<file path="config.mk">
export PLATFORM = sky130hd
export DESIGN_NAME = sid_cmd_uart_tx
export DESIGN_NICKNAME = d
export VERILOG_FILES = /design/src/rtl/sid_cmd_uart_tx_pkg.sv /design/src/rtl/sid_cmd_uart_tx_txuart.sv /design/src/rtl/sid_cmd_uart_tx.sv
export SDC_FILE = /design/constraint.sdc
export NUM_CORES = 1
export LEC_CHECK = 0
export CAP_MARGIN = 15
export CELL_PAD_IN_SITES_DETAIL_PLACEMENT = 0
export CELL_PAD_IN_SITES_GLOBAL_PLACEMENT = 1
export CORE_ASPECT_RATIO = 1.1
export CORE_MARGIN = 5
export CORE_UTILIZATION = 43
export CTS_BUF_LIST = sky130_fd_sc_hd__clkbuf_8
export DETAILED_ROUTE_END_ITERATION = 8
export PLACE_DENSITY_LB_ADDON = 0.2
export SETUP_SLACK_MARGIN = 0.3
export SYNTH_ARGS = -nofsm -noshare
export SYNTH_HDL_FRONTEND = slang
export SYNTH_SLANG_ARGS = --single-unit
</file>
<file path="constraint.sdc">
create_clock -name CLK_IN -period 6.6 [get_ports CLK_IN]
set_input_delay 1.32 -clock CLK_IN [delete_from_list [all_inputs] [get_ports CLK_IN]]
set_output_delay 1.32 -clock CLK_IN [all_outputs]
set_load 0.01 [all_outputs]
</file>
<file path="src/rtl/sid_cmd_uart_tx_pkg.sv">
// SID command UART transmitter: shared types and constants.
// FSM encoding, frame shape and SID command layout.
package sid_cmd_uart_tx_pkg;

  typedef enum logic [1:0] {
    ST_IDLE,
    ST_SEND_ADDR,
    ST_SEND_DATA
  } state_e;

  localparam int DATA_BITS  = 8;
  localparam int STOP_BITS  = 1;
  localparam int FRAME_BITS = 1 + DATA_BITS + STOP_BITS;

  localparam int SID_ADDR_W = 5;
  localparam logic [SID_ADDR_W-1:0] SID_DELAY_CMD = 5'h1f;

  typedef struct packed {
    logic [SID_ADDR_W-1:0] addr;
    logic [DATA_BITS-1:0]  data;
  } sid_cmd_t;

  function automatic logic [DATA_BITS-1:0] addr_byte(
    input logic [SID_ADDR_W-1:0] a
  );
    return {{(DATA_BITS-SID_ADDR_W){1'b0}}, a};
  endfunction

endpackage

</file>
<file path="src/rtl/sid_cmd_uart_tx_txuart.sv">
// Byte serializer: start, 8 data bits LSB first, stop.
// A start on the done cycle chains the next frame gap-free.
module txuart
  import sid_cmd_uart_tx_pkg::*;
#(
  parameter int DIV = 104
) (
  input  logic                 CLK_IN,
  input  logic                 RSTn_i,
  input  logic                 start,
  input  logic [DATA_BITS-1:0] data,
  output logic                 tx,
  output logic                 done
);

  localparam int CW = (DIV > 1) ? $clog2(DIV) : 1;
  localparam logic [CW-1:0] BAUD_LAST = CW'(DIV - 1);
  localparam int BW = $clog2(FRAME_BITS);
  localparam logic [BW-1:0] BIT_LAST = BW'(FRAME_BITS - 1);
  localparam int SW = DATA_BITS + STOP_BITS;

  logic          active_q;
  logic [CW-1:0] baud_q;
  logic [BW-1:0] bit_q;
  logic [SW-1:0] sr_q;
  logic          tx_q;
  logic          bit_end;
  logic          load;

  assign bit_end = active_q && (baud_q == BAUD_LAST);
  assign done    = bit_end && (bit_q == BIT_LAST);
  assign load    = start && (!active_q || done);
  assign tx      = tx_q;

  // Bit timing, shift register and registered line driver.
  always_ff @(posedge CLK_IN or negedge RSTn_i) begin
    if (!RSTn_i) begin
      active_q <= 1'b0;
      baud_q   <= '0;
      bit_q    <= '0;
      sr_q     <= '1;
      tx_q     <= 1'b1;
    end else if (load) begin
      active_q <= 1'b1;
      baud_q   <= '0;
      bit_q    <= '0;
      sr_q     <= {{STOP_BITS{1'b1}}, data};
      tx_q     <= 1'b0;
    end else if (done) begin
      active_q <= 1'b0;
      baud_q   <= '0;
      bit_q    <= '0;
      tx_q     <= 1'b1;
    end else if (bit_end) begin
      baud_q   <= '0;
      bit_q    <= bit_q + BW'(1);
      tx_q     <= sr_q[0];
      sr_q     <= {1'b1, sr_q[SW-1:1]};
    end else if (active_q) begin
      baud_q   <= baud_q + CW'(1);
    end
  end

endmodule

</file>
<file path="src/rtl/sid_cmd_uart_tx.sv">
// SID register-write command queue feeding a UART.
// Each command goes out as an address byte then a data byte.
module sid_cmd_uart_tx
  import sid_cmd_uart_tx_pkg::*;
#(
  parameter int CLK_HZ     = 12000000,
  parameter int BAUD       = 115200,
  parameter int FIFO_DEPTH = 8
) (
  input  logic                        CLK_IN,
  input  logic                        RSTn_i,
  input  logic                        cmd_valid,
  output logic                        cmd_ready,
  input  logic [SID_ADDR_W-1:0]       cmd_addr,
  input  logic [DATA_BITS-1:0]        cmd_data,
  output logic                        TX_o,
  output logic                        busy,
  output logic [$clog2(FIFO_DEPTH):0] fifo_level
);

  localparam int DIV = CLK_HZ / BAUD;
  localparam int AW  = $clog2(FIFO_DEPTH);
  localparam logic [AW:0] FULL = (AW+1)'(FIFO_DEPTH);

  sid_cmd_t       mem [FIFO_DEPTH];
  logic [AW-1:0]  wptr_q;
  logic [AW-1:0]  rptr_q;
  logic [AW:0]    level_q;
  logic           rdy_en_q;
  logic           push;
  logic           pop;
  logic           empty;
  sid_cmd_t       head;

  state_e         state_q;
  state_e         state_d;
  sid_cmd_t       cur_q;
  logic           kick_q;
  logic           kick_d;
  logic           start;
  logic [DATA_BITS-1:0] tx_byte;
  logic           tx_done;

  assign empty      = (level_q == '0);
  assign cmd_ready  = rdy_en_q && (level_q != FULL);
  assign push       = cmd_valid && cmd_ready;
  assign head       = mem[rptr_q];
  assign fifo_level = level_q;
  assign busy       = (state_q != ST_IDLE) || !empty;

  // Accept gate opens one edge after reset release.
  always_ff @(posedge CLK_IN or negedge RSTn_i) begin
    if (!RSTn_i) rdy_en_q <= 1'b0;
    else         rdy_en_q <= 1'b1;
  end

  // Command storage, written at the tail.
  always_ff @(posedge CLK_IN) begin
    if (push) mem[wptr_q] <= '{addr: cmd_addr, data: cmd_data};
  end

  // Pointers and occupancy; push+pop leaves level unchanged.
  always_ff @(posedge CLK_IN or negedge RSTn_i) begin
    if (!RSTn_i) begin
      wptr_q  <= '0;
      rptr_q  <= '0;
      level_q <= '0;
    end else begin
      if (push) wptr_q <= wptr_q + AW'(1);
      if (pop)  rptr_q <= rptr_q + AW'(1);
      if (push && !pop)      level_q <= level_q + (AW+1)'(1);
      else if (pop && !push) level_q <= level_q - (AW+1)'(1);
    end
  end

  // FSM state, current command and first-frame kick.
  always_ff @(posedge CLK_IN or negedge RSTn_i) begin
    if (!RSTn_i) begin
      state_q <= ST_IDLE;
      cur_q   <= '0;
      kick_q  <= 1'b0;
    end else begin
      state_q <= state_d;
      kick_q  <= kick_d;
      if (pop) cur_q <= head;
    end
  end

  // Next state, pops and byte selection for the serializer.
  always_comb begin
    state_d = state_q;
    pop     = 1'b0;
    kick_d  = 1'b0;
    start   = 1'b0;
    tx_byte = addr_byte(cur_q.addr);
    unique case (state_q)
      ST_IDLE: begin
        if (!empty) begin
          pop     = 1'b1;
          kick_d  = 1'b1;
          state_d = ST_SEND_ADDR;
        end
      end
      ST_SEND_ADDR: begin
        if (kick_q) begin
          start = 1'b1;
        end else if (tx_done) begin
          start   = 1'b1;
          tx_byte = cur_q.data;
          state_d = ST_SEND_DATA;
        end
      end
      ST_SEND_DATA: begin
        if (tx_done) begin
          if (!empty) begin
            pop     = 1'b1;
            start   = 1'b1;
            tx_byte = addr_byte(head.addr);
            state_d = ST_SEND_ADDR;
          end else begin
            state_d = ST_IDLE;
          end
        end
      end
      default: state_d = ST_IDLE;
    endcase
  end

  txuart #(
    .DIV (DIV)
  ) u_txuart (
    .CLK_IN (CLK_IN),
    .RSTn_i (RSTn_i),
    .start  (start),
    .data   (tx_byte),
    .tx     (TX_o),
    .done   (tx_done)
  );

endmodule
</file>
# Word level (Yosys, flattened, before mapping)
# Memory sizes are Yosys's and may differ from the RTL's.
# Index checks and enable logic that the tools add are counted.
dict set report classes {
  order_cmp 0
  bitwise 0
  add_sub_neg 6
  reduce_logical 23
  n_shift 0
  div 0
  muxes 37
  n_mul 0
  n_eq_ne 10
}
# operator count
set ops {}
lappend ops {{2-to-1 mux 7 bit} 4}
lappend ops {{2-to-1 mux 9 bit} 3}
lappend ops {{2-to-1 mux 4 bit} 5}
lappend ops {{2-to-1 mux 8 bit} 2}
lappend ops {{one-hot mux 8 bit (2 select lines)} 1}
lappend ops {{2-to-1 mux 1 bit} 13}
lappend ops {{2-to-1 mux 5 bit} 2}
lappend ops {{adder 4 x 1 -> 4 bit, second input constant} 2}
lappend ops {{2-to-1 mux 2 bit} 4}
lappend ops {{nonzero test 2 bit} 4}
lappend ops {{adder 7 x 1 -> 7 bit, second input constant} 1}
lappend ops {{equality test 7 bit, second input constant} 1}
lappend ops {{logical AND 1 bit} 7}
lappend ops {{adder 3 x 1 -> 3 bit, second input constant} 2}
lappend ops {{inequality test 2 bit, second input constant} 3}
lappend ops {{one-hot mux 2 bit (3 select lines)} 1}
lappend ops {{equality test 4 bit, second input constant} 1}
lappend ops {{logical NOT 1 bit} 4}
lappend ops {{logical NOT 4 bit} 1}
lappend ops {{inequality test 2 x 1 -> 1 bit, second input constant} 2}
lappend ops {{inequality test 4 bit, second input constant} 1}
lappend ops {{one-hot mux 1 bit (2 select lines)} 2}
lappend ops {{AND reduction 4 bit} 1}
lappend ops {{nonzero test 4 bit} 1}
lappend ops {{other kinds (7)} 8}
dict set report totals {
  word_cells 90
  latchBits 0
  input_bits 16
  regBits 49
  mem_bits_ro 0
  output_inout_bits 7
  n_memories 1
  ramBits 104
}
# name words width read_ports rd_clocked_by_memory_dff write_ports line
set memory_table {}
lappend memory_table {mem 8 13 1 0 1 sid_cmd_uart_tx.sv:25} ;# sid_cmd_t mem [FIFO_DEPTH];

# Depth between registers and ports, before layout
dict set report depth {
  depth_word 9
  ltp_mapped 17
  ltp_nobuf 14
}

# By module
# A second synthesis with hierarchy kept.
dict set report hier_totals {
  cells_unflattened 442
  hier_area_um2 6673.9
}
# module cells_per_inst instances seq_area_each_um2 area_each_um2
set by_module_without_submodules {}
lappend by_module_without_submodules {sid_cmd_uart_tx 319 1 3798.6 5489.0}
lappend by_module_without_submodules {txuart 123 1 536.8 1184.9}

# Worst setup path after synthesis
# Ideal clock, no wire load.
dict set report synth_path {
  path_kind {register -> register}
  from {register state_q[0]}
  to {register level_q[3], in the netlist fifo_level[3]}
  period_less_slack_ns 3.109
  required_ns 6.470
  setup_slack_ns 3.491
  setup_ns 0.130
  n_path_buf 3
  arrival_ns 2.978
  path_stages_with_launch 18
  cell_sequence {dfrtp_1 inv_1 ha_1 clkbuf_1 nand4b_1 nor4_2 or2_2 buf_2 buf_2 inv_1 ha_1 inv_1 ha_1 a21o_1 a21oi_1 xnor2_1 nor2_1 xor2_1}
}
dict set report synth_between {
  elab_chain_len 5
  elab_cells_between_ends 8
  classes_between {eq/ne: 1; mux: 2; reduce/logical: 5}
}
# element line
set synth_lines {}
lappend synth_lines {{start, declared} sid_cmd_uart_tx.sv:35} ;# state_e state_q;
lappend synth_lines {{start signal, assigned} sid_cmd_uart_tx.sv:83} ;# state_q <= state_d;
lappend synth_lines {{equality test 2 bit or logical NOT 2 bit (tied branches)} sid_cmd_uart_tx.sv:96} ;# unique case (state_q)
lappend synth_lines {{one-hot mux 1 bit (2 select lines) *} sid_cmd_uart_tx.sv:96}
lappend synth_lines {{logical NOT 1 bit} sid_cmd_uart_tx.sv:71} ;# if (push && !pop) level_q <= level_q + (AW+1)'(1);
lappend synth_lines {{logical AND 1 bit} sid_cmd_uart_tx.sv:71}
lappend synth_lines {{2-to-1 mux 4 bit or nonzero test 2 bit (tied branches)} --}
lappend synth_lines {{end signal, assigned} sid_cmd_uart_tx.sv:71}
lappend synth_lines {{end signal, assigned} sid_cmd_uart_tx.sv:72} ;# else if (pop && !push) level_q <= level_q - (AW+1)'(1);
lappend synth_lines {{end, declared} sid_cmd_uart_tx.sv:28} ;# logic [AW:0] level_q;
# Mark *: on every way between the ends. The rest lies on a longest branch, timed or not.
# A chain may end at the register's enable or synchronous reset.

# Worst setup path in the final report
dict set report layout_path {
  from {register level_q[0], in the netlist fifo_level[0]}
  to {output port busy}
}
dict set report layout_between {
  elab_chain_len 3
}
# element line
set layout_lines {}
lappend layout_lines {{logical NOT 4 bit} sid_cmd_uart_tx.sv:44} ;# assign empty = (level_q == '0);
lappend layout_lines {{logical NOT 1 bit} --}
lappend layout_lines {{logical OR 1 bit} sid_cmd_uart_tx.sv:49} ;# assign busy = (state_q != ST_IDLE) || !empty;
lappend layout_lines {{end, declared} sid_cmd_uart_tx.sv:17} ;# output logic busy,
# Every way passes these cells.

==> reports/qor.yml <==
hold_path.class: "reg2reg"
gp_congestion: 0.747
synth_nets: 447
io_buffers: 22
core-area_um2: 14900
clock_tree.root_cell: "clkbuf_8"
viasPerCell: 5.31
clockBufferDepth: 2
grt_use_total: 0.145
vdd_drop_max_mv: 0.159
critPathLaunch: "fifo_level[0]$_DFFE_PN0P_"
timing.rr.start: "u_txuart.baud_q[3]$_DFFE_PN0P_"
antenna_cells: 0
ys.flop_type: "edfxtp_1"
clock.fmax_mhz: 283
async_flop_share: 0.316
fill_cells: 1309
drive_gt1_frac: 0.214
syn_to_final_growth_pct: 13.1
grt_first_pass_wirelength_um: 19600
relSlewSlack: 0.239
die-area_um2: 17700
post_cts_buffers: 0
tightest_slew_ns: 1.14
die_h_um: 139
synth.cell_area_um2: 6500
r2r_slack_ns: 3.20
grt_pass1_vias: 3593
die_x_um: 127
critPathRequiredTime_ns: 5.28
ant_nets: 0
min_from: "u_txuart.sr_q[7]$_DFFE_PN1P_"
synth_cells: 418
dpl_worst_slack_ns: 2.99
rows: 47
critPathArrivalTime_ns: 2.22
whs_ns: 0.477
layout_common_cells: "edfxtp_1 (104), dfrtp_1 (39), nor2_1 (37), a21oi_1 (27), mux4_2 (26)"
ctsHoldBuffers: 0
clock_latency_ns: 0.44
final_cells: 659
ioPinCount: 23
post-route-util: 0.493
drtPass1Iterations: 4
wl_um: 11800
cts_tree: "done"
route.detailed.drc: 0
finalSetupTns_ns: 0
ys_types: 55
placedCellCount: 622
grt_overflow: 0
power_density_nw_per_um2: 279
layout_commonest_cell: "edfxtp_1"
dpl-instance-area_um2: 6910
final_hold_viol_count: 0
grt_max_degree: 49
synth_warnings: 0
antenna_found_initial: 0
nets: 479
cts-htree-levels: 4
path_class: "reg2out"
crit_path_end_kind: "output port"
fin_area_um2: 7360
cellLeakagePower_nw: 2.62
post-dp-hpwl_um: 7860
timing.final.crit_share: 0.536
vias: 3501
drv_cap: 0
initial_utilization: 0.435
clkSinkCount: 152
period_minus_slack_ns: 3.54
ys_seq_area_frac: 0.667
status: "finished clean"
setup_viol: 0
crit_fanout: 6
skew_ns: 0.0130
drv_slew: 0
power_mw: 2.06
ctsResizeCount: 0
start_kind: "flip-flop"
drtIter0Drc: 196
setup_ws_ns: 3.06
synth_edf_count: 104
synth_seq_cells: 152
syn_avg_cell_area_um2: 15.6
wire_per_inst_um: 17.9
clk_pin_slew_worst_paths_ns: 0.09
numCtsBuffers: 17
rsz0062_at_grt: "no"
## worst paths after layout
| kind | to | cells after the start |
|---|---|---|
| worst max register to register | fifo_level[3]$_DFFE_PN0P_ | 12 |
| worst max-delay path | busy | 3 |
| worst min-delay path | u_txuart.sr_q[7]$_DFFE_PN1P_ | 2 |
| worst min register to register | u_txuart.sr_q[7]$_DFFE_PN1P_ | 2 |
| max in group asynchronous | rptr_q[2]$_DFFE_PN0P_ | 2 |
| min in group asynchronous | rdy_en_q$_DFF_PN0_ | 2 |
## where the power goes
group,switching [mW],leakage (nW),internal (mW)
clock network,0.362,0.207,0.345
registers,0.0528,1.49,1.09
logic,0.105,0.923,0.0991
total,0.520,2.62,1.54
## synth_stat cells (all sizes together), types with 2 or more instances
| cell type | number | area share |
|---|---|---|
| a21oi | 28 | 0.023 |
| a221oi | 5 | 0.012 |
| a2bb2oi | 2 | 0.0027 |
| a31oi | 3 | 0.0029 |
| buf | 12 | 0.011 |
| clkbuf | 5 | 0.0029 |
| dfrtp | 39 | 0.15 |
| dfstp | 9 | 0.036 |
| edfxtp | 104 | 0.48 |
| ha | 12 | 0.023 |
| inv | 16 | 0.0092 |
| mux2 | 7 | 0.012 |
| mux2i | 14 | 0.022 |
| mux4 | 26 | 0.090 |
| nand2 | 24 | 0.014 |
| nand2b | 4 | 0.0038 |
| nand3 | 6 | 0.0054 |
| nand4 | 2 | 0.0019 |
| nor2 | 37 | 0.021 |
| nor3 | 5 | 0.0038 |
| nor4 | 4 | 0.010 |
| o211ai | 5 | 0.0058 |
| o21ai | 14 | 0.011 |
| or2 | 2 | 0.0019 |
| or3 | 4 | 0.0038 |
| xnor2 | 5 | 0.0067 |
| xor2 | 2 | 0.0027 |
## layer usage
metal | track usage | vias to the layer above | part of all wire
met4 | 0.0457 | 0 | 0.013
met2 | 0.232 | 61 | 0.50
met3 | 0.0397 | 12 | 0.032
met5 | 0 | - | 0
met1 | 0.194 | 1761 | 0.46
li1 | - | 1667 | -
## final cells by class
cell class                 count  area [um2]  share of cell area
inverter                      16        60.1             0.00816
tap                          196         245              0.0333
multi-input combinational    233        2030               0.276
sequential                   152        4340               0.589
timing repair buffer          30         289              0.0393
clock buffer                  17         234              0.0318
clock inverter                15         166              0.0226
## sequential cells by signal, summed over array words and instances, names as in the netlist, 2 cells and up
signal           flops
mem                104
cur_q               13
u_txuart.sr_q        8
u_txuart.baud_q      7
fifo_level           4
u_txuart.bit_q       4
rptr_q               3
wptr_q               3
state_q              2
## worst max-delay path, stage by stage, from the launching register on
cell             delay, ns
dfrtp_1               0.50
nor4_4                0.52
nand2_1               0.23
clkdlybuf4s50_1       0.53
## logic make-up after synthesis
family	Yosys count	share of synthesized area
fa+ha+maj	13	0.0262
xor+xnor	7	0.00943
flops	152	0.667
simple gates	96	0.0768
mux	47	0.124
compound gates	69	0.0735
buf+inv	33	0.0231
other cells	1	0.000577
(Power assumes the default switching activity.)
